<file path="config.mk">
export PLATFORM = sky130hd
export DESIGN_NAME = hsv_facelet_classify_flat
export DESIGN_NICKNAME = d
export VERILOG_FILES = /design/src/rtl/cube_color_pkg.sv /design/src/rtl/hsv_facelet_classify_if.sv /design/src/rtl/hsv_color_match.sv /design/src/rtl/hsv_facelet_classify.sv /design/src/flat_wrapper.sv
export SDC_FILE = /design/constraint.sdc
export NUM_CORES = 1
export LEC_CHECK = 0
export CORE_MARGIN = 2
export CORE_UTILIZATION = 60
export CTS_BUF_LIST = sky130_fd_sc_hd__clkbuf_4 sky130_fd_sc_hd__clkbuf_8
export DETAILED_ROUTE_END_ITERATION = 10
export PLACE_DENSITY = 0.85
export SYNTH_ARGS = -nofsm -noshare
export SYNTH_HDL_FRONTEND = slang
export SYNTH_SLANG_ARGS = --single-unit
</file>
<file path="constraint.sdc">
create_clock -name pclk -period 3.09 [get_ports pclk]
set_input_delay 0.618 -clock pclk [delete_from_list [all_inputs] [get_ports pclk]]
set_output_delay 0.618 -clock pclk [all_outputs]
set_load 0.02 [all_outputs]
</file>
<file path="src/rtl/cube_color_pkg.sv">
`default_nettype none
// ============================================================================
//  Package     : cube_color_pkg
//  Description : Facelet colour codes and the vote-count type shared by the
//                HSV facelet classifier and its bus interface.
//  Revision    : 1.0  initial release
// ============================================================================
package cube_color_pkg;

    typedef enum logic [2:0] {
        COLOR_WHITE   = 3'd0,
        COLOR_YELLOW  = 3'd1,
        COLOR_RED     = 3'd2,
        COLOR_ORANGE  = 3'd3,
        COLOR_GREEN   = 3'd4,
        COLOR_BLUE    = 3'd5,
        COLOR_UNKNOWN = 3'd7
    } color_t;

    typedef logic [4:0] vote_t;

    // Code 6 has a counter slot but never receives votes.
    localparam int c_NUM_CODES = 8;

endpackage
`default_nettype wire

</file>
<file path="src/rtl/hsv_facelet_classify_if.sv">
`default_nettype none
// ============================================================================
//  Interface   : hsv_facelet_if
//  Description : Request, sample and result signals of hsv_facelet_classify.
//                result_votes exists only when HSV_FACELET_CONF_EN is defined.
//  Revision    : 1.0  initial release
// ============================================================================
interface hsv_facelet_if;
    import cube_color_pkg::*;

    logic        start;
    logic        hsv_valid;
    logic [23:0] HSV24;
    logic        busy;
    logic        result_valid;
    color_t      result_color;
`ifdef HSV_FACELET_CONF_EN
    vote_t       result_votes;
`endif

    modport master (
        output start, hsv_valid, HSV24,
`ifdef HSV_FACELET_CONF_EN
        input  result_votes,
`endif
        input  busy, result_valid, result_color
    );

    modport slave (
        input  start, hsv_valid, HSV24,
`ifdef HSV_FACELET_CONF_EN
        output result_votes,
`endif
        output busy, result_valid, result_color
    );

endinterface
`default_nettype wire

</file>
<file path="src/rtl/hsv_color_match.sv">
`default_nettype none
// ============================================================================
//  Module      : hsv_color_match
//  Description : Combinational priority classifier of one HSV sample into a
//                facelet colour code (dark, then white, then hue bins).
//  Revision    : 1.0  initial release
// ============================================================================
module hsv_color_match
    import cube_color_pkg::*;
#(
    parameter int V_DARK_MAX   = 40,
    parameter int S_WHITE_MAX  = 50,
    parameter int H_RED_MAX    = 8,
    parameter int H_ORANGE_MAX = 22,
    parameter int H_YELLOW_MAX = 45,
    parameter int H_GREEN_MAX  = 160,
    parameter int H_BLUE_MAX   = 250
) (
    input  logic [23:0] hsv_i,
    output color_t      color_o
);

    logic [7:0] w_h;
    logic [7:0] w_s;
    logic [7:0] w_v;

    assign w_h = hsv_i[23:16];
    assign w_s = hsv_i[15:8];
    assign w_v = hsv_i[7:0];

    // Hue above the blue bin wraps back round to red.
    always_comb begin
        color_o = COLOR_RED;
        if (int'(w_v) < V_DARK_MAX) begin
            color_o = COLOR_UNKNOWN;
        end else if (int'(w_s) < S_WHITE_MAX) begin
            color_o = COLOR_WHITE;
        end else if (int'(w_h) < H_RED_MAX) begin
            color_o = COLOR_RED;
        end else if (int'(w_h) < H_ORANGE_MAX) begin
            color_o = COLOR_ORANGE;
        end else if (int'(w_h) < H_YELLOW_MAX) begin
            color_o = COLOR_YELLOW;
        end else if (int'(w_h) < H_GREEN_MAX) begin
            color_o = COLOR_GREEN;
        end else if (int'(w_h) < H_BLUE_MAX) begin
            color_o = COLOR_BLUE;
        end
    end

endmodule
`default_nettype wire

</file>
<file path="src/rtl/hsv_facelet_classify.sv">
`default_nettype none
// ============================================================================
//  Module      : hsv_facelet_classify
//  Description : Votes SAMPLES HSV samples into per-colour counters and reports
//                the majority colour. Define HSV_FACELET_CONF_EN to add the
//                winning vote count output (result_votes).
//  Revision    : 1.0  initial release
// ============================================================================
module hsv_facelet_classify
    import cube_color_pkg::*;
#(
    parameter int SAMPLES      = 16,
    parameter int V_DARK_MAX   = 40,
    parameter int S_WHITE_MAX  = 50,
    parameter int H_RED_MAX    = 8,
    parameter int H_ORANGE_MAX = 22,
    parameter int H_YELLOW_MAX = 45,
    parameter int H_GREEN_MAX  = 160,
    parameter int H_BLUE_MAX   = 250
) (
    input  logic         pclk,
    input  logic         rst,
    hsv_facelet_if.slave bus
);

    typedef enum logic [1:0] {
        S_IDLE   = 2'd0,
        S_ACCUM  = 2'd1,
        S_DECIDE = 2'd2,
        S_DONE   = 2'd3
    } state_t;

    localparam vote_t c_LAST_SAMPLE = vote_t'(SAMPLES - 1);

    state_t     state_q;
    state_t     state_d;
    logic       hsv_prev_q;
    vote_t      votes_q [c_NUM_CODES];
    vote_t      sample_cnt_q;
    logic [2:0] idx_q;
    vote_t      cand_cnt_q;
    color_t     cand_color_q;
    logic       cand_vld_q;
    vote_t      best_cnt_q;
    color_t     best_color_q;
    logic       commit_q;
    logic       result_valid_q;
    color_t     result_color_q;

    color_t     w_class;
    logic       w_open;
    logic       w_accept;
    logic       w_last;

    hsv_color_match #(
        .V_DARK_MAX   (V_DARK_MAX),
        .S_WHITE_MAX  (S_WHITE_MAX),
        .H_RED_MAX    (H_RED_MAX),
        .H_ORANGE_MAX (H_ORANGE_MAX),
        .H_YELLOW_MAX (H_YELLOW_MAX),
        .H_GREEN_MAX  (H_GREEN_MAX),
        .H_BLUE_MAX   (H_BLUE_MAX)
    ) u_match (
        .hsv_i   (bus.HSV24),
        .color_o (w_class)
    );

    assign w_open   = (state_q == S_IDLE) && bus.start;
    assign w_accept = (state_q == S_ACCUM) && bus.hsv_valid && !hsv_prev_q;
    assign w_last   = w_accept && (sample_cnt_q == c_LAST_SAMPLE);

    always_ff @(posedge pclk) begin
        if (rst) begin
            state_q <= S_IDLE;
        end else begin
            state_q <= state_d;
        end
    end

    always_comb begin
        state_d = state_q;
        case (state_q)
            S_IDLE:   if (bus.start)      state_d = S_ACCUM;
            S_ACCUM:  if (w_last)         state_d = S_DECIDE;
            S_DECIDE: if (idx_q == 3'd7)  state_d = S_DONE;
            S_DONE:                       state_d = S_IDLE;
            default:                      state_d = S_IDLE;
        endcase
    end

    // The edge detector runs in every state so a level already high when a
    // window opens is never mistaken for a fresh sample.
    always_ff @(posedge pclk) begin
        if (rst) begin
            hsv_prev_q <= 1'b0;
        end else begin
            hsv_prev_q <= bus.hsv_valid;
        end
    end

    always_ff @(posedge pclk) begin
        if (rst || w_open) begin
            for (int i = 0; i < c_NUM_CODES; i++) begin
                votes_q[i] <= '0;
            end
            sample_cnt_q <= '0;
        end else if (w_accept) begin
            votes_q[w_class] <= votes_q[w_class] + 5'd1;
            sample_cnt_q     <= sample_cnt_q + 5'd1;
        end
    end

    // Scan is pipelined: read one counter per DECIDE cycle, compare it the
    // cycle after, then register the winner onto the outputs.
    always_ff @(posedge pclk) begin
        if (rst) begin
            idx_q        <= '0;
            cand_cnt_q   <= '0;
            cand_color_q <= COLOR_UNKNOWN;
            cand_vld_q   <= 1'b0;
            best_cnt_q   <= '0;
            best_color_q <= COLOR_UNKNOWN;
            commit_q     <= 1'b0;
        end else begin
            cand_vld_q <= (state_q == S_DECIDE);
            commit_q   <= (state_q == S_DONE);
            if (state_q == S_DECIDE) begin
                cand_cnt_q   <= votes_q[idx_q];
                cand_color_q <= color_t'(idx_q);
                idx_q        <= (idx_q == 3'd5) ? 3'd7 : idx_q + 3'd1;
            end else begin
                idx_q <= '0;
            end
            if (w_open) begin
                best_cnt_q   <= '0;
                best_color_q <= COLOR_UNKNOWN;
            end else if (cand_vld_q && (cand_cnt_q > best_cnt_q)) begin
                best_cnt_q   <= cand_cnt_q;
                best_color_q <= cand_color_q;
            end
        end
    end

    always_ff @(posedge pclk) begin
        if (rst) begin
            result_valid_q <= 1'b0;
            result_color_q <= COLOR_UNKNOWN;
        end else begin
            result_valid_q <= commit_q;
            if (commit_q) begin
                result_color_q <= best_color_q;
            end
        end
    end

`ifdef HSV_FACELET_CONF_EN
    vote_t result_votes_q;

    always_ff @(posedge pclk) begin
        if (rst) begin
            result_votes_q <= '0;
        end else if (commit_q) begin
            result_votes_q <= best_cnt_q;
        end
    end

    assign bus.result_votes = result_votes_q;
`endif

    assign bus.busy         = (state_q != S_IDLE);
    assign bus.result_valid = result_valid_q;
    assign bus.result_color = result_color_q;

endmodule
`default_nettype wire

</file>
<file path="src/flat_wrapper.sv">
// flat-port wrapper written by rule: the top's interface ports become plain ports
module hsv_facelet_classify_flat import cube_color_pkg::*;
#(
    parameter int SAMPLES      = 16,
    parameter int V_DARK_MAX   = 40,
    parameter int S_WHITE_MAX  = 50,
    parameter int H_RED_MAX    = 8,
    parameter int H_ORANGE_MAX = 22,
    parameter int H_YELLOW_MAX = 45,
    parameter int H_GREEN_MAX  = 160,
    parameter int H_BLUE_MAX   = 250
)
  (pclk, rst, bus_start, bus_hsv_valid, bus_HSV24, bus_busy, bus_result_valid, bus_result_color);
  hsv_facelet_if bus_i ();
  input  logic pclk;
  input  logic rst;
  input wire logic [$bits(bus_i.start)-1:0] bus_start;
  input wire logic [$bits(bus_i.hsv_valid)-1:0] bus_hsv_valid;
  input wire logic [$bits(bus_i.HSV24)-1:0] bus_HSV24;
  output wire logic [$bits(bus_i.busy)-1:0] bus_busy;
  output wire logic [$bits(bus_i.result_valid)-1:0] bus_result_valid;
  output wire logic [$bits(bus_i.result_color)-1:0] bus_result_color;
  assign bus_i.start = bus_start;
  assign bus_i.hsv_valid = bus_hsv_valid;
  assign bus_i.HSV24 = bus_HSV24;
  assign bus_busy = bus_i.busy;
  assign bus_result_valid = bus_i.result_valid;
  assign bus_result_color = bus_i.result_color;
  hsv_facelet_classify #(.SAMPLES(SAMPLES), .V_DARK_MAX(V_DARK_MAX), .S_WHITE_MAX(S_WHITE_MAX), .H_RED_MAX(H_RED_MAX), .H_ORANGE_MAX(H_ORANGE_MAX), .H_YELLOW_MAX(H_YELLOW_MAX), .H_GREEN_MAX(H_GREEN_MAX), .H_BLUE_MAX(H_BLUE_MAX)) u_core (.pclk(pclk), .rst(rst), .bus(bus_i));
endmodule
</file>
Word-level counts from Yosys, hierarchy flattened
Memory sizes are Yosys's and may differ from the RTL's. A register that Yosys moved wholly into a read port is not among the register bits.
Cells that the tools add are included.
{"block": "totals", "register_bits": 28, "ramBits": 40, "input_bits": 28, "output_inout_bits": 5, "word_cells": 66, "mem_count": 1}
{"memory": "u_core.votes_q", "depth": 8, "word_bits": 5, "rd": 2, "rd_clocked_by_memory_dff": 1, "write_ports": 8, "line": "hsv_facelet_classify.sv:38", "source": "vote_t votes_q [c_NUM_CODES];"}
{"block": "op_classes", "n_addsub": 3, "n_lt_le_gt_ge": 8, "eq_ne": 9, "mux": 20, "n_bitwise": 1, "reduce_logical": 13}
{"operator": "3-bit 2-to-1 mux", "count": 9}
{"operator": "8-bit by 6-bit < comparator with 1-bit output, second input constant", "count": 3}
{"operator": "8-bit < comparator, second input constant", "count": 2}
{"operator": "5-bit by 1-bit adder with 5-bit output, second input constant", "count": 2}
{"operator": "8-bit by 4-bit < comparator with 1-bit output, second input constant", "count": 1}
{"operator": "8-bit by 5-bit < comparator with 1-bit output, second input constant", "count": 1}
{"operator": "2-bit case mux with 4 select lines", "count": 1}
{"operator": "3-bit equality test, second input constant", "count": 2}
{"operator": "1-bit 2-to-1 mux", "count": 6}
{"operator": "2-bit 2-to-1 mux", "count": 3}
{"operator": "5-bit by 4-bit equality test with 1-bit output, second input constant", "count": 1}
{"operator": "5-bit greater-than comparator", "count": 1}
{"operator": "1-bit logical AND", "count": 5}
{"operator": "5-bit 2-to-1 mux", "count": 1}
{"operator": "5-bit OR reduction", "count": 1}
{"operator": "2-bit equality test, second input constant", "count": 2}
{"operator": "2-bit by 1-bit != test with 1-bit output, second input constant", "count": 2}
{"operator": "2-bit OR reduction", "count": 2}
{"operator": "3-bit by 1-bit adder with 3-bit output, second input constant", "count": 1}
{"operator": "3-bit AND reduction", "count": 1}
{"operator": "2-bit by 1-bit equality test with 1-bit output, second input constant", "count": 1}
{"operator": "2-bit zero test", "count": 1}
{"operator": "2-bit != test, second input constant", "count": 1}
{"operator": "2-bit nonzero test", "count": 1}
{"operator": "3 further kinds", "count": 3}

Depth between registers and ports, before layout
An unclocked memory read counts as a cell.
{"block": "logic_depth", "ltp_word": 11, "depth_mapped": 10, "depth_no_buf": 9}

Hierarchy
Synthesis repeated with hierarchy kept, for this count alone.
{"block": "unflattened", "hier_cells": 336, "area_unflattened_um2": 3839.9}
{"mod": "hsv_facelet_classify", "n_inst": 1, "cells_per_inst": 312, "area_each_um2": 3686.0, "seq_area_each_um2": 1861.8}
{"mod": "hsv_color_match", "n_inst": 1, "cells_per_inst": 24, "area_each_um2": 153.9, "seq_area_each_um2": 0.0}

Worst setup path after synthesis
Ideal clock, no wire load.
{"block": "synth_timing", "path_kind": "input port to flip-flop", "startpoint": "input port bus_HSV24[22]", "endpoint": "memory u_core.votes_q[0][4] (netlist bit) (data pin)", "setup_time_ps": 269, "arrival_time_ps": 2575, "t_required_ps": 2821, "slack_ps": 246, "stages": 9, "n_path_buf": 1, "path_cell_list": "or3_4 > o2bb2ai_4 > nor3_4 > a211o_1 > o2111a_1 > buf_6 > ha_1 > a311oi_4 > nor3_1"}
{"element": "from (decl)", "line": "flat_wrapper.sv:19", "source": "input wire logic [$bits(bus_i.HSV24)-1:0] bus_HSV24;"}
{"element": "to (decl)", "line": "hsv_facelet_classify.sv:38"}

==> impl_metrics.toml <==
[finish]
fin_util = 0.770
multiInputGateArea_mm2 = 0.00206
fillCellCount = 392
diodes = 0
syn_to_final_growth_pct = 22.9
seq_area_mm2 = 0.00186
fin_nets = 471
layout-drive-gt1-share = 0.255

[cts]
cts_made_buffers = 9
cts_buffer_depth = 2
clock_sinks = 73
clk_latency_ns = 0.36
clk_pin_slew_ns = 0.09
htree_levels = 3
root_buffer = "clkbuf_8"
cts_tree = "yes"

[timing]
max_freq_ghz = 0.321
min_period_ns = 3.12
fin_ws_ns = -0.0284
setup_viol = 6
period_share = 1.01
holdWs_ns = 0.482
fin_skew_ns = 0.0139
tightest_slew_ns = 0.992
slew_headroom = 0.338
slew_violations = 0
hold_violations = 0

[yosys]
synth.most_common_cell = "nor2_1"
synth_fa_ha_area_frac = 0.0500
synth_top_family_by_area = "simple AND/OR/NAND/NOR gates"
ys_ff_latch = 73
synth_sequential_area_ratio = 0.465
synth-edff-count = 40
yosysUniqueCellTypes = 63
synth_cells = 353
muxShareOfSynthArea = 0.100
synthTopCellsByCount = "nor2_1 (47), edfxtp_1 (40), dfxtp_1 (33), nand2_1 (20), inv_1 (19)"
synth_area_per_cell_um2 = 11.3
synth_top_area_frac = 0.300
ys.warnings.count = 0
synth_xor_area_frac = 0.0106
async_reset_ff_frac = 0
synthSimpleGateAreaFrac = 0.180
synth.area.top_cells = "edfxtp_1 (30%), dfxtp_1 (17%), mux4_2 (5.6%), ha_1 (5.0%), nor2_1 (4.4%)"
synth_compound_area_frac = 0.156
synth_area_leader_cell = "edfxtp_1"
synth_area_mm2 = 0.00400
ys.flop_type = "edfxtp_1"

[route]
first_iter_violations = 277
wl_met1_um = 3820
wl_per_cell_um = 18.8
top_layer = "met4"
routed_wl_um = 9590
drtPass1Iterations = 5
detail_route.vias_per_cell = 6.21
num_vias = 3162
dr_wl_met2_um = 4550
wl_met3_um = 970
ant_nets = 0
drc = 0

[global_route]
grt_max_degree = 20
gr-total-overflow = 0
grt_pass1_vias = 3086
grtUsageTotal = 0.274
antenna_found_initial = 0
grt_first_pass_wirelength_um = 15200

[critical_path]
r2r_start = "u_core.best_cnt_q[1]"
critical_path_required_ns = 3.21
path_cells = "clkdlybuf4s50_1 > o211ai_1 > a211oi_2 > nor3_4 > mux2_4 > o211a_4 > ha_4 > a311oi_4 > buf_4 > nor3_1"
critPathTopFamily = "compound AO/OA/AOI/OAI gates"
crit_buf_inv = 2
worstReg2RegEnd = "u_core.best_cnt_q[1]"
crit_end = "u_core.votes_q[0][4]"
worst_ep_arrival_time_ns = 3.24
end_kind = "flip-flop"
crit_type = "in2reg"
crit_cells = 10
cpPeakStageDelay_ns = 0.42
worst_r2r_path_depth = 9
regToRegSetupSlack_ns = 0.69
startpoint = "bus_HSV24[17]"
worstPathMaxFanout = 5
slowest_stage = "clkdlybuf4s50_1"
critPathLaunchType = "input port"

[pwr]
peakVddDrop_v = 0.000519
power_leakage_uw = 0.00182
power_density_mw_per_mm2 = 610

[place]
dp_hpwl_um = 7090
port_buffers = 28
gp_congestion = 0.892

[run_status]
violations = "negative setup slack"
status = "finished, violations left"

[floorplan]
die-height_um = 85.7
initial_core_util = 0.627
dieArea_mm2 = 0.00734
fp-row-count = 29
die_x_um = 85.7
io_pins = 33
core_area_mm2 = 0.00639

[job]
cap_violations = 0

[min_path]
min_path_type = "reg2reg"
holdCritStartpoint = "u_core.cand_color_q[2]"
## registers in the layout, summed over array words and instances (netlist names)
register                 flops
u_core.best_cnt_q            5
u_core.best_color_q          3
u_core.bus.result_color      3
u_core.bus.result_valid      1
u_core.cand_cnt_q            5
u_core.cand_color_q          3
u_core.cand_vld_q            1
u_core.commit_q              1
u_core.hsv_prev_q            1
u_core.idx_q                 3
u_core.sample_cnt_q          5
u_core.state_q               2
u_core.votes_q              40
## cells by family (layout without fill, tap and decap cells)
logic type,count (synthesis),count (layout)
AOI/OAI and AO/OA,67,67
and+or+nand+nor,130,130
buffers and inverters,35,110
adders and majority gates,16,16
xor gates and xnor gates,4,4
muxes,27,27
DFF,73,73
other,1,5
## worst min path at each step
| stage | to | slack, ns | depth (start not counted) |
|---|---|---|---|
| after global placement | u_core.best_color_q[2] | 0.45 | 2 |
| after detailed placement | u_core.bus.result_color[0] | 0.46 | 1 |
| after global routing | u_core.bus.result_color[1] | 0.50 | 1 |
| after floorplan | u_core.bus.result_color[0] | 0.43 | 1 |
| after CTS | u_core.best_color_q[2] | 0.48 | 2 |
| final | u_core.best_color_q[2] | 0.48 | 2 |
## routing by layer
layer | vias to the layer above | global-route usage
met5 | - | 0
met4 | 0 | 0.124
met3 | 22 | 0.0731
met2 | 160 | 0.434
met1 | 1513 | 0.355
li1 | 1467 | -
## power by group
part	internal (uW)	switching, uW	leakage (uW)	total [uW]
Clock	306	407	0.0000927	713
Sequential	1210	137	0.000697	1350
Combinational	433	510	0.00103	943
## repair_timing
item / CTS / global route
buffers inserted: 0 / 2
endpoints found under the setup margin: 0 / 14
resized for setup: 0 / 14
hold buffers: 0 / 0
## worst register-to-register path, cell delays in order, from the launching register on
cell,delay (ns)
dfxtp_1,0.35
inv_1,0.05
ha_1,0.28
nor2b_1,0.15
o21a_1,0.13
o21a_1,0.10
o21ai_0,0.07
a21oi_1,0.79
mux2i_1,0.30
nor2_1,0.06
## placed cells by master (no fill, tap or decap), types with 9 or more instances in the layout
cell type / netlist / layout
clkdlybuf4s50_1: 0 / 25
nand4_1: 17 / 17
buf_4: 0 / 47
dfxtp_1: 33 / 33
ha_1: 16 / 15
inv_1: 19 / 19
nor2_1: 47 / 46
nand2_1: 20 / 20
nor2b_1: 10 / 10
mux4_2: 10 / 10
edfxtp_1: 40 / 40
mux2i_1: 16 / 16
a211o_1: 10 / 9
clkbuf_8: 0 / 9
## final cells by class
cell class | count | share of cell area
Inverter | 19 | 0.0145
Timing Repair Buffer | 75 | 0.130
Sequential cell | 73 | 0.379
Tap cell | 77 | 0.0196
Clock buffer | 9 | 0.0252
Multi-Input combinational cell | 249 | 0.420
Clock inverter | 7 | 0.0122
## per-stage QoR
step / area [um2] / total power, uW / std cells / setup slack [ns] / setup TNS (ns)
after floorplan: 4020 / 1910 / 357 / 0.246 / 0
after global placement: 4660 / 2200 / 491 / -0.306 / -5.96
after detailed placement: 4660 / 2250 / 491 / -0.353 / -6.99
after CTS: 4840 / 2960 / 507 / 0.0128 / 0
after global routing: 4920 / 3140 / 509 / -0.113 / -0.673
final: 4920 / 3000 / 509 / -0.0284 / -0.125
Power figures use the tool's default switching activity.
